`src/rtl/turfio_spi_target.sv`:
```
// SPI target (mode 0, MSB first) bridging an external SPI master onto a 32-bit wishbone initiator.
// Build option: define TURFIO_SPI_TARGET_AUTOINC_EN for address-incrementing burst frames.
module turfio_spi_target #(
  parameter int          TIMEOUT      = 255,
  parameter logic [31:0] TIMEOUT_DATA = 32'hDEADBEEF,
  parameter int          DUMMY_BITS   = 8
) (
  input  logic        wb_clk_i,
  input  logic        wb_rst_i,
  input  logic        SCLK,
  input  logic        CS_B,
  input  logic        MOSI,
  output logic        MISO,
  output logic        MISO_T,
  output logic        m_wb_cyc_o,
  output logic        m_wb_stb_o,
  output logic        m_wb_we_o,
  output logic [11:0] m_wb_adr_o,
  output logic [31:0] m_wb_dat_o,
  output logic [3:0]  m_wb_sel_o,
  input  logic [31:0] m_wb_dat_i,
  input  logic        m_wb_ack_i,
  input  logic        m_wb_err_i,
  output logic        xfer_done_o,
  output logic        xfer_err_o
);

`ifdef TURFIO_SPI_TARGET_AUTOINC_EN
  localparam bit AUTOINC = 1'b1;
`else
  localparam bit AUTOINC = 1'b0;
`endif
  localparam int TW = (TIMEOUT > 2) ? $clog2(TIMEOUT) : 1;

  typedef enum logic [2:0] {
    ST_IDLE, ST_HEADER, ST_DUMMY, ST_DATA_IN, ST_WB_WR, ST_DATA_OUT, ST_DONE
  } state_t;

  state_t state, state_nxt;

  logic sclk_s1, sclk_s2, sclk_h, cs_s1, cs_s2, mosi_s1, mosi_s2;
  logic rise, fall, cs_act;
  logic [5:0]    bit_cnt;
  logic [30:0]   shift_in;
  logic [31:0]   shift_out, data_word, rd_data, req_dat;
  logic [11:0]   cur_adr, req_adr, hdr_adr;
  logic          req_pend, req_we, keep, rd_done, word_done;
  logic [TW-1:0] tmo_cnt;
  logic          hdr_end, dummy_end, in_end, out_end, tmo_hit, wb_term, own, abort;

  // NOTE: SPI inputs are asynchronous; two flops each bound metastability before any logic sees them.
  always_ff @(posedge wb_clk_i) begin
    if (wb_rst_i) begin
      {sclk_s1, sclk_s2, sclk_h} <= 3'b000;
      {cs_s1, cs_s2}             <= 2'b11;
      {mosi_s1, mosi_s2}         <= 2'b00;
    end else begin
      {sclk_s1, sclk_s2, sclk_h} <= {SCLK, sclk_s1, sclk_s2};
      {cs_s1, cs_s2}             <= {CS_B, cs_s1};
      {mosi_s1, mosi_s2}         <= {MOSI, mosi_s1};
    end
  end

  assign rise      = sclk_s2 & ~sclk_h;
  assign fall      = ~sclk_s2 & sclk_h;
  assign cs_act    = ~cs_s2;
  assign data_word = {shift_in, mosi_s2};
  assign hdr_adr   = {shift_in[10:1], 2'b00};

  assign hdr_end   = (state == ST_HEADER)   && rise && (bit_cnt == 6'd15);
  assign dummy_end = (state == ST_DUMMY)    && rise && (bit_cnt == 6'(DUMMY_BITS - 1));
  assign in_end    = (state == ST_DATA_IN)  && rise && (bit_cnt == 6'd31);
  assign out_end   = (state == ST_DATA_OUT) && rise && (bit_cnt == 6'd31);

  assign tmo_hit = ~m_wb_ack_i & ~m_wb_err_i & (tmo_cnt == TW'(TIMEOUT - 1));
  assign wb_term = m_wb_cyc_o & (m_wb_ack_i | m_wb_err_i | tmo_hit);
  // A bus result only counts while the frame that issued it is still selected.
  assign own     = keep & cs_act;
  assign abort   = ~cs_act && ((state == ST_HEADER) || (state == ST_DUMMY) ||
                   (((state == ST_DATA_IN) || (state == ST_DATA_OUT)) &&
                    ((bit_cnt != 6'd0) || !word_done)));

  always_ff @(posedge wb_clk_i) begin
    if (wb_rst_i) state <= ST_IDLE;
    else          state <= state_nxt;
  end

  // NOTE: state_nxt gets its default first so no path through the case leaves it unassigned (no latch).
  always_comb begin
    state_nxt = state;
    case (state)
      ST_IDLE:     if (cs_act) state_nxt = ST_HEADER;
      ST_HEADER:   if (hdr_end) state_nxt = shift_in[14] ? ST_DATA_IN : ST_DUMMY;
      ST_DUMMY:    if (dummy_end) state_nxt = ST_DATA_OUT;
      ST_DATA_IN:  if (in_end && !AUTOINC) state_nxt = ST_WB_WR;
      ST_WB_WR:    if (wb_term && keep) state_nxt = ST_DONE;
      ST_DATA_OUT: if (out_end && !AUTOINC) state_nxt = ST_DONE;
      ST_DONE:     state_nxt = ST_DONE;
      default:     state_nxt = ST_IDLE;
    endcase
    if (!cs_act) state_nxt = ST_IDLE;
  end

  assign MISO       = (state == ST_DATA_OUT) & shift_out[31];
  assign MISO_T     = (state == ST_IDLE);
  assign m_wb_sel_o = 4'hF;

  // NOTE: sequential state uses non-blocking assignments; later statements in this block override earlier ones.
  always_ff @(posedge wb_clk_i) begin
    if (wb_rst_i) begin
      m_wb_cyc_o <= 1'b0;  m_wb_stb_o <= 1'b0;  m_wb_we_o <= 1'b0;
      m_wb_adr_o <= '0;    m_wb_dat_o <= '0;    tmo_cnt   <= '0;
      xfer_done_o <= 1'b0; xfer_err_o <= 1'b0;
      bit_cnt <= '0;  shift_in <= '0;  shift_out <= '0;  rd_data <= '0;
      cur_adr <= '0;  req_adr <= '0;   req_dat <= '0;    req_we <= 1'b0;
      req_pend <= 1'b0; keep <= 1'b0; rd_done <= 1'b0; word_done <= 1'b0;
    end else begin
      xfer_done_o <= 1'b0;
      xfer_err_o  <= 1'b0;

      // Wishbone engine: one access at a time, launched from the request registers.
      if (m_wb_cyc_o) begin
        if (wb_term) begin
          m_wb_cyc_o <= 1'b0;
          m_wb_stb_o <= 1'b0;
          keep       <= 1'b0;
          if (own) begin
            xfer_done_o <= m_wb_ack_i & ~m_wb_err_i;
            xfer_err_o  <= ~(m_wb_ack_i & ~m_wb_err_i);
            if (!m_wb_we_o) begin
              rd_data <= (m_wb_ack_i & ~m_wb_err_i) ? m_wb_dat_i : TIMEOUT_DATA;
              rd_done <= 1'b1;
            end
          end
        end else begin
          tmo_cnt <= tmo_cnt + TW'(1);
        end
      end else if (req_pend) begin
        m_wb_cyc_o <= 1'b1;
        m_wb_stb_o <= 1'b1;
        m_wb_we_o  <= req_we;
        m_wb_adr_o <= req_adr;
        m_wb_dat_o <= req_dat;
        tmo_cnt    <= '0;
        keep       <= 1'b1;
        req_pend   <= 1'b0;
      end

      if (rise && ((state == ST_HEADER) || (state == ST_DATA_IN)))
        shift_in <= data_word[30:0];

      if (state_nxt != state || in_end || out_end)
        bit_cnt <= '0;
      else if (rise && ((state == ST_HEADER) || (state == ST_DUMMY) ||
                        (state == ST_DATA_IN) || (state == ST_DATA_OUT)))
        bit_cnt <= bit_cnt + 6'd1;

      if (state == ST_IDLE && cs_act) begin
        word_done <= 1'b0;
        rd_done   <= 1'b0;
      end

      if (hdr_end) begin
        cur_adr <= hdr_adr;
        if (!shift_in[14]) begin
          req_pend <= 1'b1;
          req_we   <= 1'b0;
          req_adr  <= hdr_adr;
        end
      end

      if (in_end) begin
        req_pend  <= 1'b1;
        req_we    <= 1'b1;
        req_adr   <= cur_adr;
        req_dat   <= data_word;
        cur_adr   <= cur_adr + 12'd4;
        word_done <= 1'b1;
      end

      // Word load: a read not yet returned is reported late and its eventual result discarded.
      if (dummy_end || (out_end && AUTOINC)) begin
        shift_out <= rd_done ? rd_data : TIMEOUT_DATA;
        rd_done   <= 1'b0;
        if (!rd_done) begin
          xfer_err_o  <= 1'b1;
          xfer_done_o <= 1'b0;
          keep        <= 1'b0;
        end
        if (AUTOINC) begin
          req_pend <= 1'b1;
          req_we   <= 1'b0;
          req_adr  <= cur_adr + 12'd4;
          cur_adr  <= cur_adr + 12'd4;
        end
      end else if (fall && (state == ST_DATA_OUT) && (bit_cnt != 6'd0)) begin
        shift_out <= {shift_out[30:0], 1'b0};
      end

      if (out_end) word_done <= 1'b1;

      if (state != ST_IDLE && !cs_act) begin
        req_pend <= 1'b0;
        keep     <= 1'b0;
        if (abort) xfer_err_o <= 1'b1;
      end
    end
  end

endmodule

```
`config.mk`:
```
export PLATFORM = sky130hd
export DESIGN_NAME = turfio_spi_target
export DESIGN_NICKNAME = d
export VERILOG_FILES = /design/src/rtl/turfio_spi_target.sv
export SDC_FILE = /design/constraint.sdc
export NUM_CORES = 1
export LEC_CHECK = 0
export ABC_AREA = 0
export CORE_ASPECT_RATIO = 1.1
export CORE_MARGIN = 4
export CORE_UTILIZATION = 30
export DETAILED_ROUTE_END_ITERATION = 10
export GPL_TIMING_DRIVEN = 0
export HOLD_SLACK_MARGIN = 0.05
export PLACE_DENSITY = 0.58
export SLEW_MARGIN = 20
export SYNTH_ARGS = -nofsm -noshare
export SYNTH_HDL_FRONTEND = slang
export SYNTH_SLANG_ARGS = --single-unit
```
`constraint.sdc`:
```
create_clock -name wb_clk_i -period 2.6 [get_ports wb_clk_i]
set_input_delay 0.26 -clock wb_clk_i [delete_from_list [all_inputs] [get_ports wb_clk_i]]
set_output_delay 0.26 -clock wb_clk_i [all_outputs]
set_load 0.05 [all_outputs]
```
Word level (Yosys, flattened, before mapping)
Index checks and enable logic that the tools add are counted.
- bitwise gates (word level): 18
- multiplexer cells: 53
- $add $sub $neg: 3
- equal/unequal tests: 14
- reduce and logical (&&, ||, !) cells: 42
- operators with widths (cell ; number):
    $mux 32 ; 4
    $mux 12 ; 5
    $mux 1 ; 34
    $mux 8 ; 3
    $pmux 3 s7 ; 1
    $mux 3 ; 6
    $logic_and 1x1->1 ; 17
    $add 12x3->12 const B ; 1
    $eq 3x3->1 const B ; 3
    $logic_or 1x1->1 ; 9
    $add 8x1->8 const B ; 1
    $and 1x1->1 ; 8
    $eq 8x8->1 const B ; 1
    $not 1->1 ; 8
    $reduce_and 2->1 ; 4
    $add 6x1->6 const B ; 1
    $eq 3x2->1 const B ; 2
    $eq 6x3->1 const B ; 1
    $eq 6x4->1 const B ; 1
    $eq 6x5->1 const B ; 1
    $reduce_bool 2->1 ; 3
    $reduce_bool 3->1 ; 2
    $reduce_bool 6->1 ; 1
    $ne 2x1->1 const B ; 2
    other kinds (9) ; 11
- word-level logic and storage cells: 158
- input bits: 39
- bits in registers: 229

Logic depth before layout (Yosys ltp)
Gate-level depths: netlist of run 1.
- word-level depth: 13
- gate-level depth with buffers: 9

Worst setup path before layout of run 1
Ideal clock, no wire load.
- kind: register -> register
- start point: register m_wb_cyc_o
- end point: register rd_data[17]
- cell stages (with the launch flop): 8
- path slack: 593 ps
- arrival: 1936 ps
- cells stage by stage: dfxtp_1 -> nand4_1 -> o21ai_1 -> and3b_1 -> clkbuf_1 -> buf_2 -> nand3_1 -> a21oi_1
- word-level cells in the longest chain between the ends: 2
- ends and longest elaborated chain (item ; line ; source):
    start: declaration ; 15 ; output logic m_wb_cyc_o,
    start signal: assignment ; 111 ; m_wb_cyc_o <= 1'b0; m_wb_stb_o <= 1'b0; m_wb_we_o <= 1'b0;
    start signal: assignment ; 124 ; m_wb_cyc_o <= 1'b0;
    start signal: assignment ; 139 ; m_wb_cyc_o <= 1'b1;
    $and 1x1->1 ; 76 ; assign wb_term = m_wb_cyc_o & (m_wb_ack_i | m_wb_err_i | tmo_hit);
    $reduce_and 4->1 (no line) (*) ; -- ;
    end signal: assignment ; 131 ; rd_data <= (m_wb_ack_i & ~m_wb_err_i) ? m_wb_dat_i : TIMEOUT_DATA;
    end: declaration ; 45 ; logic [31:0] shift_out, data_word, rd_data, req_dat;
Every way passes the cells marked *; elsewhere a longest branch is shown, timed or not.
A chain may end at the register's enable or synchronous reset.

Worst setup path in the final report of run 1
- start point: register state[2]
- end point: output port MISO
- word-level cells in the longest chain between the ends: 2
- ends and longest elaborated chain (item ; line ; source):
    start: declaration ; 39 ; state_t state, state_nxt;
    start signal: assignment ; 85 ; else state <= state_nxt;
    $eq 3x3->1 ; 104 ; assign MISO = (state == ST_DATA_OUT) & shift_out[31];
    $and 1x1->1 ; 104 ;
    end: declaration ; 13 ; output logic MISO,
Every way passes these cells.

==> results.yml, run 1 <==
placed_design:
  place_ws_ps: 4.206
  dpl.hpwl_mm: 16.95
  portBuffers: 87
  gp_congestion: 0.8596
clock_network:
  root_buffer: "clkbuf_16"
  clock_latency_ps: 540
  clock-sinks: 223
  cts_buffers: 25
  path_clk_slew_ps: 60
  post_cts_buffers: 0
  cts_tree: "done"
  hold_buffers: 0
  cts_max_level: 1
  clockBufferDepth: 3
floorplanning:
  die_width_um: 172.5
  coreArea_sq_um: 29480
  die_area_sq_um: 32600
  initial_utilization_pct: 30.30
  die_height_um: 189.0
  ios: 94
  rows: 66
critical_path:
  worstReg2RegEnd: "xfer_done_o"
  critPathBufInv: 2
  r2r-start: "bit_cnt[0]"
  critPathMaxStageDelay_ps: 550
  cp-end-kind: "output port"
  crit_family: "buffers and inverters"
  cp_max_fo: 10
  crit_arrival_ps: 2180
  required_ps: 2340
  r2r_cells: 8
  path_cells: "clkbuf_1 -> nand3b_1 -> nor2_1 -> dlygate4sd2_1"
  r2r_slack_ps: 220
  startpoint_type: "flip-flop"
  critPathSlowestCell: "dlygate4sd2_1"
  worstSetupPathType: "flip-flop to output port"
detailed_routing:
  final_antenna_net_count: 0
  first_iter_violations: 581
  wl_mm: 23.90
  routed.top_layer: "met4"
  via_per_inst: 4.890
  drt_pre_antenna_iters: 5
  wl_per_cell_um: 15.06
  wl_met1_mm: 10.93
  vias: 7761
  dr_wl_met2_mm: 11.18
  drcViolationCount: 0
  met3_length_mm: 1.233
sta:
  slew_violations: 0
  fin_ws_ps: 161.3
  tightestPinTransition_ps: 731.3
  fmax_mhz: 410.0
  finalSetupViolations: 0
  final_min_period_over_clock_period_pct: 93.80
  slew_headroom_pct: 51.25
  rsz0062_at_grt: "false"
  tns_ps: 0
  period_needed_ps: 2439
  skew_ps: 21.83
  holdWs_ps: 305.9
  hold_violations: 0
pwr:
  power.switching_mw: 1.567
  ir_drop_mv: 0.4506
  p_total_mw: 7.539
  p_per_area_nw_per_um2: 672.1
  swShare_pct: 20.78
  clockPowerShare_pct: 51.8
  power.internal_mw: 5.972
  power_frac_comb_pct: 2.8
  leakage_nw: 3.661
  seq_power_share_pct: 45.4
synth:
  async_flop_share_pct: 0
  synth_top_area_share_pct: 49.98
  ys_types: 53
  synth-seq-cells: 223
  synth.area.top_cells: "dfxtp_1, nand2_1, a21oi_1"
  syn_inst: 1077
  avgSynthCellArea_sq_um: 8.294
  yosys_warnings: 0
  synth_flop_cell: "dfxtp_1"
  synth_edf_count: 0
  yosys.area.top_type: "dfxtp_1"
  synth_area_sq_um: 8932
  ys_seq_area_share_pct: 49.98
global_routing:
  grt_use_total_pct: 14.10
  grt_max_degree: 14
  grt_antenna_before_repair: 0
  grt_overflow_total: 0
  grt_pass1_vias: 7448
  grt_first_pass_wirelength_mm: 38.90
min_path:
  whs_path_depth: 2
  min-delay-start: "MOSI"
  min_to: "mosi_s1"
  hold_path.class: "input port to flip-flop"
finish:
  finish.utilization_pct: 38.05
  n_antenna_cell: 0
  layout.nets: 1239
  mostFrequentLayoutCells: "nand2_1, dfxtp_1, a21oi_1, nor2_1, clkdlybuf4s50_1"
  syn2layout_area_growth_pct: 25.58
  drive_above_1_share_pct: 6.101
  final_common_cell: "nand2_1"
outcome:
  status: "complete, no violations"
run:
  maxCapViolCount: 0
==> cell usage after synthesis (3+ instances only) <==
master	count
nor2_1	93
nand2_1	234
buf_2	10
mux2i_1	43
ha_1	5
buf_4	10
xnor2_1	5
nand4b_1	5
nor2b_1	9
or2_2	3
clkbuf_1	61
o21ai_0	15
inv_1	8
buf_6	3
a21oi_1	140
nand3b_1	9
and3b_1	3
a31oi_1	4
o31ai_1	5
and3_1	6
a211oi_1	45
nand2b_1	9
dfxtp_1	223
a32oi_1	3
nor3_1	56
nor4_1	4
buf_1	7
nand4_1	8
nand3_1	16
==> layer usage <==
| layer | global-route usage (%) | vias to the layer above |
|---|---|---|
| li1 | - | 3922 |
| met1 | 18.71 | 3582 |
| met2 | 24.01 | 221 |
| met3 | 2.576 | 36 |
| met4 | 3.286 | 0 |
| met5 | 0 | - |
==> logic make-up after synthesis <==
| kind of cell | after synthesis | synth area share (%) |
|---|---|---|
| muxes | 45 | 5.071 |
| AOI/OAI and AO/OA | 231 | 15.23 |
| other | 2 | 0.08408 |
| and+or+nand+nor | 467 | 23.48 |
| adders and majority gates | 5 | 0.7004 |
| DFF | 223 | 49.98 |
| buffers and inverters | 99 | 4.973 |
| xor gates and xnor gates | 5 | 0.4902 |
==> worst register-to-register path, cell delays in order (launching register included) <==
cell	delay, ps
dfxtp_1	320
ha_1	200
nand3b_1	200
buf_2	270
nor2_1	100
nand3_1	340
clkbuf_1	440
nor2_1	140
nor4_1	260
==> metrics by stage <==
step	std cells	instance area [sq um]
2_1_floorplan	1081	8947
3_3_place_gp	1542	10290
3_5_place_dp	1542	10290
4_1_cts	1587	11210
5_1_grt	1587	11220
6_report	1587	11220
==> how the worst max path moves through the flow <==
stage               start     endpoint  slack (ps)  depth (start not counted)
2_1_floorplan  m_wb_cyc_o  rd_data[17]         590                          7
3_3_place_gp     wb_rst_i  req_dat[22]          40                          5
3_5_place_dp     wb_rst_i  req_dat[17]           4                          5
4_1_cts        bit_cnt[1]  req_dat[21]          70                          8
5_1_grt          state[2]         MISO          30                          4
6_report         state[2]         MISO         160                          4
==> state kept, by name (all words and copies together) (netlist names), 3 cells and up <==
register,flops
rd_data,32
shift_out,32
req_adr,10
m_wb_adr_o,10
state,3
m_wb_dat_o,32
cur_adr,10
bit_cnt,6
tmo_cnt,8
req_dat,32
shift_in,31
==> power by group through the flow <==
stage | clock, mW | sequential, mW | combinational (mW)
2_1_floorplan | 0 | 3.50 | 0.103
3_3_place_gp | 0 | 3.50 | 0.212
3_5_place_dp | 0 | 3.50 | 0.212
4_1_cts | 3.99 | 3.42 | 0.213
5_1_grt | 4.11 | 3.42 | 0.227
6_report | 3.90 | 3.42 | 0.211
==> what timing repair did <==
item | in CTS | in global routing
resized for setup | 2 | 1
setup endpoints to repair | 2 | 25
cloned | 0 | 0
==> area by class of cell <==
class                           instances  area [sq um]
Multi-Input combinational cell        759          4045
Clock inverter                         10         193.9
Sequential cell                       223          4464
Tap cell                              374         467.9
Clock buffer                           35         733.2
Buffer                                 91         414.1
Fill cell                            3038         18260
Timing Repair Buffer                   87         868.3
Inverter                                8         30.03
(Power assumes the default switching activity.)
==> inputs of run 2 (changes only) <==
--- a/config.mk
+++ b/config.mk
@@ -6,6 +6,7 @@
 export NUM_CORES = 1
 export LEC_CHECK = 0
 export ABC_AREA = 0
+export CAP_MARGIN = 0
 export CORE_ASPECT_RATIO = 1.1
 export CORE_MARGIN = 4
 export CORE_UTILIZATION = 30
@@ -13,7 +14,6 @@
 export GPL_TIMING_DRIVEN = 0
 export HOLD_SLACK_MARGIN = 0.05
 export PLACE_DENSITY = 0.58
-export SLEW_MARGIN = 20
 export SYNTH_ARGS = -nofsm -noshare
 export SYNTH_HDL_FRONTEND = slang
 export SYNTH_SLANG_ARGS = --single-unit
==> constraint.sdc (replaced) <==
create_clock -name wb_clk_i -period 2.6 [get_ports wb_clk_i]
set_input_delay 0.52 -clock wb_clk_i [delete_from_list [all_inputs] [get_ports wb_clk_i]]
set_output_delay 0.52 -clock wb_clk_i [all_outputs]
set_load 0.05 [all_outputs]
==> results.yml, run 2 (synthesized netlist as in run 1, its figures left out) <==
global_routing:
  grt_antenna_before_repair: 0
  grt.busiest_layer: "met2"
  grt_overflow_total: 0
  gr-usage-met2_pct: 24.01
  grt_max_degree: 14
  grt_use_total_pct: 14.10
  use_met3_pct: 2.576
  use_met1_pct: 18.71
  grt_first_pass_wirelength_mm: 38.90
  grt_pass1_vias: 7448
critical_path:
  required_ps: 2080
  worstReg2RegEnd: "xfer_done_o"
  critPathMaxStageDelay_ps: 540
  r2r_slack_ps: 220
  worstSetupPathType: "flip-flop to output port"
  r2r-start: "bit_cnt[0]"
  path_cells: "nand3b_1 -> nor2_1 -> clkdlybuf4s15_2"
  cp_max_fo: 12
  r2r_cells: 8
  critPathSlowestCell: "dfxtp_1"
  startpoint_type: "flip-flop"
  critPathLaunch: "state[2]"
  crit_arrival_ps: 1900
  cp-end-kind: "output port"
clock_network:
  clock_latency_ps: 540
  cts_buffers: 25
  cts_tree: "done"
  path_clk_slew_ps: 60
  root_buffer: "clkbuf_16"
  cts_max_level: 1
  clockBufferDepth: 3
  post_cts_buffers: 0
  clock-sinks: 223
floorplanning:
  ios: 94
  rows: 66
  coreArea_sq_um: 29480
  initial_utilization_pct: 30.30
  die_height_um: 189.0
  die_width_um: 172.5
  die_area_sq_um: 32600
sta:
  finalSetupViolations: 0
  final_min_period_over_clock_period_pct: 93.09
  fin_ws_ps: 179.5
  tightestPinTransition_ps: 725.9
  skew_ps: 22.13
  slew_headroom_pct: 51.61
  fmax_mhz: 413.1
  slew_violations: 0
  hold_violations: 0
  rsz0062_at_grt: "false"
  period_needed_ps: 2420
finish:
  layout.nets: 1238
  mostFrequentLayoutCells: "nand2_1, dfxtp_1, a21oi_1, nor2_1, clkdlybuf4s50_1"
  drive_above_1_share_pct: 6.271
  syn2layout_area_growth_pct: 25.59
  n_antenna_cell: 0
  finalNonFillerCells: 1586
  final_common_cell: "nand2_1"
detailed_routing:
  via_per_inst: 4.861
  first_iter_violations: 564
  wl_mm: 23.84
  vias: 7709
  drcViolationCount: 0
  final_antenna_net_count: 0
  drt_pre_antenna_iters: 5
  wl_per_cell_um: 15.03
outcome:
  status: "complete, no violations"
pwr:
  p_per_area_nw_per_um2: 671.7
  p_total_mw: 7.535
  leakage_nw: 3.658
  ir_drop_mv: 0.4513
min_path:
  whs_path_depth: 1
  min_to: "cs_s2"
  min-delay-start: "cs_s1"
  hold_path.class: "flip-flop to flip-flop"
placed_design:
  portBuffers: 87
  dp.cells: 1542
  place_ws_ps: -255.8
  gp_congestion: 0.8596
  dpl.hpwl_mm: 16.95
run:
  maxCapViolCount: 0
==> run 2: final cells by class <==
class                           instances  area, sq um
Buffer                                 90        410.4
Clock buffer                           35        733.2
Clock inverter                         10        193.9
Fill cell                            3036        18260
Inverter                                8        30.03
Multi-Input combinational cell        759         4045
Sequential cell                       223         4464
Tap cell                              374        467.9
Timing Repair Buffer                   87        873.3
==> run 2: power by group <==
group / leakage [nW] / total, mW / internal (mW) / switching, mW
registers: 1.80 / 3.42 / 3.42 / 0.00254
clock network: 0.459 / 3.90 / 2.47 / 1.43
logic: 1.40 / 0.211 / 0.0802 / 0.131
total: 3.66 / 7.53 / 5.97 / 1.56
==> run 2: worst max path at each step <==
stage          cells after the start     endpoint
2_1_floorplan                      7  rd_data[17]
3_3_place_gp                       5  req_dat[22]
3_5_place_dp                       5  req_dat[17]
4_1_cts                            4         MISO
5_1_grt                            8   rd_data[6]
6_report                           3         MISO
==> run 2: through the flow <==
step | setup TNS (ps) | instance area (sq um) | hold slack [ps] | util, %
after floorplan | 0 | 8947 | 389.5 | -
after global placement | -6341 | 10290 | 395.5 | 34.89
after detailed placement | -6780 | 10290 | 398.4 | 34.89
after CTS | 0 | 11220 | 414.0 | 38.04
after global routing | 0 | 11220 | 435.8 | 38.05
final | 0 | 11220 | 411.7 | 38.05
==> run 2: worst max-delay path, delay by kind of cell, from the launching register on <==
kind                   cells  cell delay, ps
flip-flops                 1             540
AND/OR/NAND/NOR            2             420
buffers and inverters      1             400
==> run 2: what timing repair did <==
action	CTS	global route
gates resized for setup	6	1
hold buffers	0	0
setup endpoints to repair	2	26
endpoints found under the hold margin	0	0
cloned	0	0
==> run 2: metal layers <==
metal  share of wire, %  wire length (um)  vias to the layer above
met3                5.0              1198                       35
met5                  0                 0                        -
met4                2.3               557                        0
li1                   -                 -                     3916
met1                 46             10940                     3566
met2                 47             11140                      192
==> inputs of run 3 (changes only) <==
--- a/config.mk
+++ b/config.mk
@@ -5,7 +5,6 @@
 export SDC_FILE = /design/constraint.sdc
 export NUM_CORES = 1
 export LEC_CHECK = 0
-export ABC_AREA = 0
 export CAP_MARGIN = 0
 export CORE_ASPECT_RATIO = 1.1
 export CORE_MARGIN = 4
==> results of run 3 <==
Same layout as run 2: the final DEF is identical, and so are final timing and power.
